File: src/rtl/rv_uart_io_top.sv
// rtl/rv_uart_io_top.sv - UART countdown responder with LED, seven-segment and SPI-idle board I/O
module rv_uart_io_top #(
  parameter int BAUD_DIV = 56,
  parameter int SEG_DIV  = 100000
) (
  input  logic        clk,
  input  logic        Rst,
  input  logic        rx,
  output logic        tx,
  input  logic        prog,
  input  logic        debug,
  input  logic [4:0]  debug_input,
  input  logic [95:0] key,
  input  logic        miso,
  output logic        mosi,
  output logic        cs,
  output logic        clk_out,
  output logic [6:0]  sev_out,
  output logic [7:0]  an,
  output logic [15:0] led
);
  localparam int BW = $clog2(BAUD_DIV + 1);
  localparam int SW = $clog2(SEG_DIV + 1);

  typedef enum logic [2:0] {P_IDLE, P_W0, P_W1, P_W2, P_W3, P_SEND, P_TXW, P_ACK} pstate_t;
  typedef enum logic [1:0] {R_IDLE, R_START, R_DATA, R_STOP} rstate_t;

  pstate_t     ps_q, ps_d;
  rstate_t     rs_q, rs_d;
  logic [BW-1:0] baud_q, baud_d;
  logic [SW-1:0] seg_q, seg_d;
  logic [2:0]  digit_q, digit_d;
  logic        clk_out_q, clk_out_d;
  logic        rx_s1_q, rx_s1_d, rx_s2_q, rx_s2_d;
  logic [3:0]  rx_tick_q, rx_tick_d;
  logic [2:0]  rx_bit_q, rx_bit_d;
  logic [7:0]  rx_sh_q, rx_sh_d;
  logic        tx_q, tx_d, tx_busy_q, tx_busy_d;
  logic [9:0]  tx_sh_q, tx_sh_d;
  logic [3:0]  tx_bit_q, tx_bit_d, tx_tick_q, tx_tick_d;
  logic [31:0] count_q, count_d;
  logic [7:0]  last_rx_q, last_rx_d;
  logic        baud_tick, seg_tick, rx_valid, tx_start;
  logic [3:0]  nib;
  logic        unused_pins;

  always_ff @(posedge clk or posedge Rst) begin
    if (Rst) begin
      ps_q <= P_IDLE;       rs_q <= R_IDLE;
      baud_q <= '0;         seg_q <= '0;        digit_q <= '0;
      clk_out_q <= 1'b0;    rx_s1_q <= 1'b1;    rx_s2_q <= 1'b1;
      rx_tick_q <= '0;      rx_bit_q <= '0;     rx_sh_q <= '0;
      tx_q <= 1'b1;         tx_busy_q <= 1'b0;  tx_sh_q <= '1;
      tx_bit_q <= '0;       tx_tick_q <= '0;
      count_q <= '0;        last_rx_q <= '0;
    end else begin
      ps_q <= ps_d;         rs_q <= rs_d;
      baud_q <= baud_d;     seg_q <= seg_d;     digit_q <= digit_d;
      clk_out_q <= clk_out_d; rx_s1_q <= rx_s1_d; rx_s2_q <= rx_s2_d;
      rx_tick_q <= rx_tick_d; rx_bit_q <= rx_bit_d; rx_sh_q <= rx_sh_d;
      tx_q <= tx_d;         tx_busy_q <= tx_busy_d; tx_sh_q <= tx_sh_d;
      tx_bit_q <= tx_bit_d; tx_tick_q <= tx_tick_d;
      count_q <= count_d;   last_rx_q <= last_rx_d;
    end
  end

  always_comb begin
    ps_d = ps_q;           rs_d = rs_q;
    rx_tick_d = rx_tick_q; rx_bit_d = rx_bit_q;  rx_sh_d = rx_sh_q;
    tx_d = tx_q;           tx_busy_d = tx_busy_q; tx_sh_d = tx_sh_q;
    tx_bit_d = tx_bit_q;   tx_tick_d = tx_tick_q;
    count_d = count_q;     last_rx_d = last_rx_q;
    digit_d = digit_q;
    rx_valid = 1'b0;
    tx_start = 1'b0;
    clk_out_d = ~clk_out_q;
    rx_s1_d = rx;
    rx_s2_d = rx_s1_q;
    baud_tick = (baud_q == BW'(BAUD_DIV - 1));
    baud_d = baud_tick ? '0 : baud_q + BW'(1);
    seg_tick = (seg_q == SW'(SEG_DIV - 1));
    seg_d = seg_tick ? '0 : seg_q + SW'(1);
    if (seg_tick) digit_d = digit_q + 3'd1;

    // Start is qualified at mid-bit, so every later sample lands mid-bit too.
    if (baud_tick) begin
      case (rs_q)
        R_IDLE: if (!rx_s2_q) begin rs_d = R_START; rx_tick_d = '0; end
        R_START:
          if (rx_tick_q == 4'd7) begin
            rx_tick_d = '0;
            rx_bit_d = '0;
            rs_d = rx_s2_q ? R_IDLE : R_DATA;
          end else rx_tick_d = rx_tick_q + 4'd1;
        R_DATA:
          if (rx_tick_q == 4'd15) begin
            rx_tick_d = '0;
            rx_sh_d = {rx_s2_q, rx_sh_q[7:1]};
            if (rx_bit_q == 3'd7) rs_d = R_STOP;
            else rx_bit_d = rx_bit_q + 3'd1;
          end else rx_tick_d = rx_tick_q + 4'd1;
        default:
          if (rx_tick_q == 4'd15) begin
            rs_d = R_IDLE;
            rx_valid = rx_s2_q;
          end else rx_tick_d = rx_tick_q + 4'd1;
      endcase
    end

    if (rx_valid) last_rx_d = rx_sh_q;
    case (ps_q)
      P_IDLE: if (rx_valid && rx_sh_q == 8'h00) ps_d = P_W0;
      P_W0:   if (rx_valid) begin count_d[7:0]   = rx_sh_q; ps_d = P_W1; end
      P_W1:   if (rx_valid) begin count_d[15:8]  = rx_sh_q; ps_d = P_W2; end
      P_W2:   if (rx_valid) begin count_d[23:16] = rx_sh_q; ps_d = P_W3; end
      P_W3:   if (rx_valid) begin count_d[31:24] = rx_sh_q; ps_d = P_SEND; end
      P_SEND: if (!tx_busy_q) begin tx_start = 1'b1; ps_d = P_TXW; end
      P_TXW:  if (!tx_busy_q) ps_d = (count_q == 32'd0) ? P_IDLE : P_ACK;
      default: if (rx_valid) begin count_d = count_q - 32'd1; ps_d = P_SEND; end
    endcase
    if (prog) begin
      ps_d = P_IDLE;
      count_d = count_q;
      tx_start = 1'b0;
    end

    // tx_sh_q[0] is the bit currently on the line; shifting in 1s keeps the tail idle-high.
    if (prog) begin
      tx_busy_d = 1'b0;
      tx_d = 1'b1;
    end else if (tx_busy_q) begin
      if (baud_tick) begin
        if (tx_tick_q == 4'd15) begin
          tx_tick_d = '0;
          if (tx_bit_q == 4'd9) begin
            tx_busy_d = 1'b0;
            tx_d = 1'b1;
          end else begin
            tx_bit_d = tx_bit_q + 4'd1;
            tx_sh_d = {1'b1, tx_sh_q[9:1]};
            tx_d = tx_sh_q[1];
          end
        end else tx_tick_d = tx_tick_q + 4'd1;
      end
    end else if (tx_start) begin
      tx_busy_d = 1'b1;
      tx_sh_d = {1'b1, count_q[7:0], 1'b0};
      tx_bit_d = '0;
      tx_tick_d = '0;
      tx_d = 1'b0;
    end
  end

  assign nib = count_q[{digit_q, 2'b00} +: 4];

  always_comb begin
    sev_out = 7'h7F;
    case (nib)
      4'h0: sev_out = 7'h40;  4'h1: sev_out = 7'h79;
      4'h2: sev_out = 7'h24;  4'h3: sev_out = 7'h30;
      4'h4: sev_out = 7'h19;  4'h5: sev_out = 7'h12;
      4'h6: sev_out = 7'h02;  4'h7: sev_out = 7'h78;
      4'h8: sev_out = 7'h00;  4'h9: sev_out = 7'h10;
      4'hA: sev_out = 7'h08;  4'hB: sev_out = 7'h03;
      4'hC: sev_out = 7'h46;  4'hD: sev_out = 7'h21;
      4'hE: sev_out = 7'h06;  default: sev_out = 7'h0E;
    endcase
  end

  assign an      = ~(8'h01 << digit_q);
  assign tx      = tx_q;
  assign clk_out = clk_out_q;
  assign mosi    = 1'b0;
  assign cs      = 1'b1;
  assign led     = debug ? {11'd0, debug_input} : {tx_busy_q, ps_q, 4'd0, last_rx_q};
  assign unused_pins = ^{key, miso};
endmodule

File: config.mk
export PLATFORM = sky130hd
export DESIGN_NAME = rv_uart_io_top
export DESIGN_NICKNAME = d
export VERILOG_FILES = /design/src/rtl/rv_uart_io_top.sv
export SDC_FILE = /design/constraint.sdc
export NUM_CORES = 1
export LEC_CHECK = 0
export ABC_CLOCK_PERIOD_IN_PS = 3250
export BUFFER_PORTS_ARGS = -buffer_cell sky130_fd_sc_hd__buf_2
export CAP_MARGIN = 40
export CORE_UTILIZATION = 55
export DETAILED_ROUTE_END_ITERATION = 10
export HOLD_SLACK_MARGIN = 0.12
export PLACE_DENSITY = 0.81
export SLEW_MARGIN = 20
export SYNTH_ARGS = -nofsm -noshare
export SYNTH_HDL_FRONTEND = slang
export SYNTH_SLANG_ARGS = --single-unit
File: constraint.sdc
create_clock -name clk -period 3.25 [get_ports clk]
set_input_delay 0.1625 -clock clk [delete_from_list [all_inputs] [get_ports clk]]
set_output_delay 0.1625 -clock clk [all_outputs]
set_load 0.02 [all_outputs]
==> results.json, run 1 <==
{
  "post_drt_wl_per_cell_um": 17.22,
  "fin_area_um2": 7236,
  "critPathArrivalTime_ns": 2.89,
  "dp.cells": 873,
  "ys_types": 69,
  "cp-end-kind": "primary output",
  "routabilityCongestion": 0.9109,
  "ys_ff_latch": 107,
  "clock_sinks": 107,
  "irDropWorstVdd_mv": 0.1993,
  "clock_latency_ns": 0.36,
  "startpoint": "digit_q[2]",
  "worst_pin_slew_ns": 0.7511,
  "async_flop_share_pct": 100.0,
  "grt_use_total_pct": 25.57,
  "outcome": "finished, violations left",
  "cp_max_fo": 13,
  "whs_ns": 0.2592,
  "clk_path_buf_depth": 2,
  "setup_viol": 0,
  "grt_max_degree": 40,
  "slew_viol_final": 0,
  "portBuffers": 38,
  "overflow": 0,
  "max_cap_viol_count": 0,
  "tritoncts": "built",
  "clk_pin_slew_ns": 0.07,
  "start_util_pct": 57.01,
  "clockRootBuffer": "clkbuf_16",
  "setup.worst_path.class": "register to primary output",
  "crit_required_ns": 3.09,
  "grt_pass1_wl_mm": 25.20,
  "hold_violations": 0,
  "violations": "DRC",
  "syn_area_per_cell_um2": 9.195,
  "utilization_pct": 62.83,
  "core_area_um2": 11520,
  "period_share_pct": 93.96,
  "pin_count": 142,
  "clock_skew_ns": 0.009255,
  "nets": 876,
  "leakagePower_nw": 3.277,
  "dpl_cell_area_um2": 6919,
  "rows": 39,
  "ys_warn_count": 0,
  "r2r_start": "count_q[10]",
  "synth_edf_count": 0,
  "ys.flop_type": "dfrtp_1",
  "fp.dieH_um": 111.3,
  "die_area_um2": 12380,
  "drc": 10,
  "dr.pass1.iters": 8,
  "finalCriticalPeriod_ns": 3.054,
  "p_per_area_nw_per_um2": 380.2,
  "hold_path.class": "input pin to register",
  "antenna_found_initial": 1,
  "totalWireLength_mm": 15.35,
  "fmax_ghz": 0.3275,
  "hpwl_mm": 10.80,
  "drive_above_1_share_pct": 17.65,
  "finalNonFillerCells": 891,
  "start_kind": "register",
  "routed-via-count": 5661,
  "drt.antenna.violating_nets": 0,
  "synth_seq_area_share_pct": 40.99,
  "drt_iter0_drc": 570,
  "cts_max_level": 3,
  "worstHoldStart": "prog",
  "relSlewSlack_pct": 49.22,
  "cts_inserted_buffers": 9,
  "fillCellCount": 945,
  "mappedNetlistArea_um2": 6565,
  "chipWidth_um": 111.3,
  "rsz0062_at_grt": "false",
  "viasPerCell": 6.354,
  "tns_ns": 0,
  "grt_pass1_vias": 5269,
  "areaGrowthSynthToFinish_pct": 10.22,
  "synthCells": 714,
  "diodes": 0
}
[worst max-delay path: stages, from the launching register on]
cell and delay, ns:
dfrtp_1 0.63, mux4_2 0.58, mux2i_2 0.41, inv_1 0.13, ha_1 0.22, inv_1 0.07, nor2_1 0.06, nand3b_1 0.16
o21a_1 0.12, buf_2 0.15
[report_power, final]
part	switching, mW	total [mW]	internal (mW)
Combinational	0.178	0.291	0.112
Clock	0.486	1.09	0.604
Sequential	0.0146	1.37	1.36
Total	0.679	2.75	2.07
[routing by layer]
layer | part of all wire (%) | track usage [%] | wire, µm | vias to the layer above
li1 | - | - | - | 2643
met1 | 41 | 32.79 | 6311 | 2728
met2 | 47 | 41.63 | 7253 | 241
met3 | 8.1 | 4.429 | 1248 | 47
met4 | 3.4 | 13.15 | 526 | 2
met5 | 0.052 | 0 | 8 | -
[logic make-up (layout without fill, tap and decap cells)]
group | after synthesis | count (layout) | synth area share, %
AND/OR/NAND/NOR | 278 | 278 | 21.96
flip-flops | 107 | 107 | 40.99
other | 2 | 6 | 0.1144
multiplexers | 37 | 37 | 7.452
buffers and inverters | 76 | 106 | 4.726
AO/OA/AOI/OAI | 169 | 169 | 17.27
XOR/XNOR | 19 | 19 | 2.535
adder cells (fa/ha/maj) | 26 | 26 | 4.955
[metrics by stage]
step,power [mW],setup slack (ns)
after floorplan,1.616,0.2885
after global placement,1.666,0.4279
after detailed placement,1.683,0.4098
after CTS,2.767,0.03521
after global routing,2.855,0.03546
final,2.751,0.1964
[state kept, by name (all words and copies together) (netlist names)]
signal / cells
rx_tick_q: 4
tx_tick_q: 4
count_q: 32
clk_out: 1
digit_q: 3
last_rx_q: 8
ps_q: 3
tx: 1
rx_sh_q: 8
rs_q: 2
tx_sh_q: 8
tx_bit_q: 4
tx_busy_q: 1
seg_q: 17
rx_bit_q: 3
rx_s2_q: 1
rx_s1_q: 1
baud_q: 6
[final cells by class]
cell class,instances,area (µm²),share of cell area [%]
Clock buffer,15,287.8,3.977
Clock inverter,1,5.005,0.06917
Inverter,30,115.1,1.591
Multi-Input combinational cell,535,3588,49.59
Sequential cell,107,2691,37.20
Tap cell,143,178.9,2.473
Timing Repair Buffer,60,369.1,5.101
[timing repair]
action / in CTS / in global routing
gates resized for setup: 0 / 1
setup endpoints to repair: 0 / 6
buffers inserted: 0 / 0
endpoints found under the hold margin: 33 / 0
hold buffers: 2 / 0
[worst paths after layout]
path / slack [ns] / end / cells after the start
hold reg to reg: 0.36 / rx_s2_q / 0
setup / recovery: 0.20 / sev_out[3] / 9
max in group asynchronous: 1.94 / tx_sh_q[4] / 5
setup reg to reg: 0.35 / count_q[26] / 5
hold / removal: 0.26 / tx / 3
min in group asynchronous: 0.37 / seg_q[8] / 3
[synthesized netlist by cell type, types with 3 or more instances]
cell      number  area share, %
o211ai_1       5           0.57
a21oi_1       52            4.0
and3_1         8           0.76
nor3b_1        3           0.34
xor2_1         7           0.93
o21ai_0       33            2.5
inv_1         29            1.7
nor3_1         9           0.69
dfrtp_1       96             37
buf_1          7           0.40
o221a_2        8            1.4
nand3b_1      12            1.4
mux2_2        15            2.6
nand2_1       95            5.4
or3_1         10           0.95
or4_1          8           0.91
nor2_1        39            2.2
buf_4          6           0.69
o41ai_1        9            1.2
mux2i_1       14            2.1
and2_1         7           0.67
ha_1          26            5.0
o32ai_1        5           0.67
mux4_2         8            2.7
xnor2_1       12            1.6
nand2b_1       7           0.67
nand3_1       28            2.1
nand4_1        7           0.67
o22ai_1       12            1.1
nor2b_1       16            1.5
a22o_1         4           0.53
clkbuf_1      31            1.8
nand4b_1       3           0.40
or2_2          6           0.57
a31oi_1        5           0.48
o31ai_1        8           0.91
nor4_1         6           0.57
dfstp_2       11            4.4
[cell usage in the layout (no fill, tap or decap), types with 18 or more instances in the layout]
cell / synthesis / final
buf_4: 6 / 18
buf_2: 2 / 38
inv_1: 29 / 28
nand3_1: 28 / 28
o21ai_0: 33 / 33
ha_1: 26 / 26
dfrtp_1: 96 / 96
a21oi_1: 52 / 52
nor2_1: 39 / 39
nand2_1: 95 / 95
(Power assumes the default switching activity.)
==> run 2: changes to the inputs <==
--- a/config.mk
+++ b/config.mk
@@ -8,6 +8,7 @@
 export ABC_CLOCK_PERIOD_IN_PS = 3250
 export BUFFER_PORTS_ARGS = -buffer_cell sky130_fd_sc_hd__buf_2
 export CAP_MARGIN = 40
+export CORE_MARGIN = 2
 export CORE_UTILIZATION = 55
 export DETAILED_ROUTE_END_ITERATION = 10
 export HOLD_SLACK_MARGIN = 0.12
==> results.json, run 2 (synthesis gave the netlist of run 1 again) <==
{
  "regArea_um2": 2693,
  "multi_input_area_um2": 3595,
  "period_share_pct": 91.67,
  "drive_above_1_share_pct": 18.32,
  "clockRootBuffer": "clkbuf_16",
  "dpl_cell_area_um2": 6902,
  "cts_max_level": 3,
  "cp_max_fo": 6,
  "reg2reg_slack_ns": 0.49,
  "drt.antenna.violating_nets": 0,
  "critPathCapture": "sev_out[5]",
  "final_cell_mix": "nand2_1 (95), dfrtp_1 (95), a21oi_1 (52), nor2_1 (39), buf_2 (38)",
  "routabilityCongestion": 0.9337,
  "fin_area_um2": 7256,
  "clock_skew_ns": 0.01276,
  "critPathArrivalTime_ns": 2.82,
  "finalCriticalPeriod_ns": 2.979,
  "r2r_start": "count_q[10]",
  "cts_inserted_buffers": 9,
  "hpwl_mm": 10.64,
  "utilization_pct": 63.01,
  "nets": 876,
  "p_total_mw": 2.737,
  "outcome": "finished, violations left",
  "clk_path_buf_depth": 2,
  "p_per_area_nw_per_um2": 377.2,
  "grt_use_total_pct": 24.31,
  "grt_pass1_wl_mm": 25.28,
  "crit_required_ns": 3.09,
  "cts_setup_buffers": 0,
  "slew_viol_final": 0,
  "tns_ns": 0,
  "portBuffers": 38,
  "largest_reg_flops": 32,
  "areaGrowthSynthToFinish_pct": 10.52,
  "viasPerCell": 6.253,
  "violations": "DRC",
  "post_drt_wl_per_cell_um": 16.86,
  "grt_pass1_vias": 5301,
  "rsz0062_at_grt": "false",
  "pin_count": 142,
  "whs_ns": 0.2493,
  "totalWireLength_mm": 15.02,
  "grt_max_degree": 62,
  "top_register": "count_q",
  "diodes": 0,
  "hold_path.class": "input pin to asynchronous set/reset pin",
  "hold_violations": 0,
  "die_area_um2": 12830,
  "leakagePower_nw": 3.282,
  "start_util_pct": 57.01,
  "fillCellCount": 909,
  "core_area_um2": 11520,
  "dr.pass1.iters": 9,
  "clock_latency_ns": 0.36,
  "fmax_ghz": 0.3357,
  "rr_worst_depth": 6,
  "startpoint": "digit_q[1]",
  "tritoncts": "built",
  "routed-via-count": 5571,
  "fp.dieH_um": 113.3,
  "relSlewSlack_pct": 40.31,
  "worst_pin_slew_ns": 0.8830,
  "chipWidth_um": 113.3,
  "rows": 39,
  "drt_iter0_drc": 530,
  "antenna_found_initial": 1,
  "clock_sinks": 107,
  "max_cap_viol_count": 0,
  "overflow": 0,
  "setup.worst_path.class": "register to primary output",
  "clk_pin_slew_ns": 0.07,
  "start_kind": "register",
  "cp-end-kind": "primary output",
  "irDropWorstVdd_mv": 0.3938,
  "drc": 5,
  "setup_viol": 0,
  "timing.rr.end": "count_q[23]",
  "top_regs": "count_q (32), seg_q (17)"
}
[run 2: cell count changes in the layout (fill, tap and decap cells not counted), sizes merged]
cell,previous run,this run
clkinvlp,0,1
inv,30,32
buf,58,57
clkbuf,15,13
[run 2: cell type report]
type	instances	area share [%]
flip-flops and latches	107	37.11
clock buffers	12	3.673
repair buffers	60	5.208
multi-input cells	535	49.54
clock inverters	4	0.4139
inverters	30	1.586
well taps	143	2.466
[run 2: metal layers]
metal / track usage (%) / share of wire [%] / wire length [µm]
met5: 0 / 0.067 / 10
met4: 8.699 / 2.2 / 326
met3: 4.928 / 7.6 / 1136
met2: 40.04 / 48 / 7237
met1: 32.09 / 42 / 6309
[run 2: repair_timing]
item,CTS,global route
hold buffers,2,0
endpoints found under the setup margin,0,6
hold endpoints to repair,58,0
resized for setup,0,2
[run 2: how the worst min path moves through the flow]
stage	startpoint	to
2_1_floorplan	rx	rx_s1_q
3_3_place_gp	rx	rx_s1_q
3_5_place_dp	rx	rx_s1_q
4_1_cts	prog	tx
5_1_grt	Rst	clk_out
6_report	Rst	clk_out
[run 2: power by group]
part | total (mW) | switching [mW] | internal, mW
registers | 1.37 | 0.0186 | 1.36
logic | 0.281 | 0.176 | 0.106
clock network | 1.08 | 0.493 | 0.587
total | 2.74 | 0.688 | 2.05
[run 2: per-stage QoR]
step	setup WS (ns)	cells
2_1_floorplan	0.2885	718
3_3_place_gp	0.5545	871
3_5_place_dp	0.4076	871
4_1_cts	0.01822	889
5_1_grt	0.07768	891
6_report	0.2708	891
[run 2: critical path: stages, from the launching register on]
cell and delay (ns):
dfrtp_1 0.49, mux4_2 0.55, mux2i_1 0.44, inv_1 0.16
ha_1 0.25, inv_1 0.08, mux2i_1 0.07, a22o_1 0.24
buf_2 0.17
==> run 3: changes to the inputs <==
--- a/config.mk
+++ b/config.mk
@@ -13,6 +13,7 @@
 export DETAILED_ROUTE_END_ITERATION = 10
 export HOLD_SLACK_MARGIN = 0.12
 export PLACE_DENSITY = 0.81
+export REMOVE_ABC_BUFFERS = 1
 export SLEW_MARGIN = 20
 export SYNTH_ARGS = -nofsm -noshare
 export SYNTH_HDL_FRONTEND = slang
==> results.json, run 3 (synthesis gave the netlist of run 1 again) <==
{
  "rows": 39,
  "reg2reg_slack_ns": 0.45,
  "hold_violations": 0,
  "final_cell_mix": "dfrtp_1 (96), nand2_1 (95), a21oi_1 (52), nor2_1 (39), buf_2 (38)",
  "sequentialPowerShare_pct": 51.6,
  "critPathArrivalTime_ns": 2.83,
  "worstHoldStart": "prog",
  "totalWireLength_mm": 15.30,
  "p_total_mw": 2.695,
  "timing.rr.end": "count_q[23]",
  "grt_pass1_vias": 5556,
  "pin_count": 142,
  "viasPerCell": 6.367,
  "drt.antenna.violating_nets": 0,
  "post_drt_wl_per_cell_um": 17.21,
  "p_sw_share_pct": 25.79,
  "finalCriticalPeriod_ns": 2.997,
  "grt_pass1_wl_mm": 25.80,
  "drive_above_1_share_pct": 17.83,
  "clk_pin_slew_ns": 0.07,
  "startpoint": "digit_q[1]",
  "hold_depth": 3,
  "largest_reg_flops": 32,
  "portBuffers": 38,
  "setup.worst_path.class": "register to primary output",
  "cp_max_fo": 6,
  "fillCellCount": 889,
  "tns_ns": 0,
  "max_cap_viol_count": 0,
  "regArea_um2": 2691,
  "areaGrowthSynthToFinish_pct": 9.796,
  "rr_worst_depth": 6,
  "start_kind": "register",
  "crit_required_ns": 3.09,
  "clk_path_buf_depth": 2,
  "clock_latency_ns": 0.35,
  "clockRootBuffer": "clkbuf_16",
  "clock_sinks": 107,
  "outcome": "finished, violations left",
  "antenna_found_initial": 1,
  "die_area_um2": 12830,
  "core_area_um2": 11520,
  "hold_path.class": "input pin to register",
  "slew_viol_final": 0,
  "start_util_pct": 57.01,
  "dp_slack_ns": 0.5392,
  "cts-resized-gates": 0,
  "diodes": 0,
  "drc": 1,
  "clock_skew_ns": 0.01026,
  "rsz0062_at_grt": "false",
  "setup_viol": 0,
  "dr.pass1.iters": 8,
  "chipWidth_um": 113.3,
  "cts_max_level": 3,
  "p_sw_uw": 695.0,
  "drt_iter0_drc": 507,
  "nets": 874,
  "worst_pin_slew_ns": 0.8719,
  "mostFrequentLayoutCell": "dfrtp_1",
  "violations": "DRC",
  "top_register": "count_q",
  "fmax_ghz": 0.3337,
  "cp-end-kind": "primary output",
  "top_regs": "count_q (32), seg_q (17)",
  "holdPathEnd": "tx",
  "grt_max_degree": 61,
  "period_share_pct": 92.21,
  "internal-power_mw": 2.000,
  "multi_input_area_um2": 3591,
  "irDropWorstVdd_mv": 0.2535,
  "overflow": 0,
  "leakagePower_nw": 3.266,
  "cts_inserted_buffers": 9,
  "grt_use_total_pct": 24.52,
  "relSlewSlack_pct": 41.14,
  "fp.dieH_um": 113.3,
  "r2r_start": "count_q[10]",
  "clkPwrFrac_pct": 38.9,
  "fin_ws_ns": 0.2533,
  "hpwl_mm": 10.74,
  "routabilityCongestion": 0.9754,
  "p_per_area_nw_per_um2": 373.9,
  "tritoncts": "built",
  "p_comb_share_pct": 9.5,
  "routed-via-count": 5660
}
run 3: cell types whose count changed in the layout (fill, tap and decap cells not counted):
cell	before	now
mux2i_2	1	0
clkbuf_8	3	1
mux2i_1	13	14
buf_16	1	0
clkbuf_2	1	0
dfrtp_2	1	0
dfrtp_1	95	96
clkinv_4	0	2
run 3: per-layer routing:
| metal | vias up | global-route usage (%) | wire, µm |
|---|---|---|---|
| li1 | 2632 | - | - |
| met1 | 2737 | 32.48 | 6513 |
| met2 | 241 | 39.28 | 7304 |
| met3 | 48 | 4.767 | 1069 |
| met4 | 2 | 11.06 | 401 |
| met5 | - | 0 | 13 |
run 3: per-stage QoR:
stage | util (%) | instances | instance area (µm²) | hold WS (ns)
detailed placement | 59.93 | 871 | 6902 | 0.2759
floorplan | - | 672 | 6382 | 0.1670
global placement | 59.93 | 871 | 6902 | 0.2684
global route | 62.59 | 889 | 7208 | 0.2982
finish | 62.59 | 889 | 7208 | 0.2735
CTS | 62.59 | 889 | 7208 | 0.2572
run 3: how the worst max path moves through the flow:
| stage | cells past startpoint | slack (ns) | end |
|---|---|---|---|
| global placement | 6 | 0.56 | count_q[20] |
| global route | 9 | 0.1 | sev_out[3] |
| floorplan | 1 | 0.29 | baud_q[0] |
| detailed placement | 6 | 0.54 | count_q[20] |
| CTS | 9 | 0.26 | sev_out[3] |
| finish | 9 | 0.25 | sev_out[3] |
run 3: repair_timing:
action / 4_1_cts / 5_1_grt
buffers inserted: 0 / 0
hold buffers: 2 / 0
setup endpoints to repair: 0 / 0
endpoints found under the hold margin: 55 / 0
run 3: critical path, stage by stage, from the launching register on:
cell	delay, ns
dfrtp_1	0.49
mux4_2	0.55
mux2i_1	0.46
inv_1	0.17
ha_1	0.25
inv_1	0.08
nor2_1	0.06
nand3b_1	0.17
o21a_1	0.11
buf_2	0.15
run 3: power by group through the flow:
stage | registers, mW | clock network [mW] | logic [mW]
2_1_floorplan | 1.41 | 0 | 0.181
3_3_place_gp | 1.41 | 0 | 0.236
3_5_place_dp | 1.41 | 0 | 0.251
4_1_cts | 1.39 | 1.07 | 0.254
5_1_grt | 1.40 | 1.13 | 0.283
6_report | 1.39 | 1.05 | 0.255
run 3: final cells by class:
class                      instances  area share [%]
clock inverter                     6          0.6596
timing repair buffer              58           4.791
multi-input combinational        535           49.82
clock buffer                      10           3.315
tap                              143           2.482
inverter                          30           1.597
sequential                       107           37.34
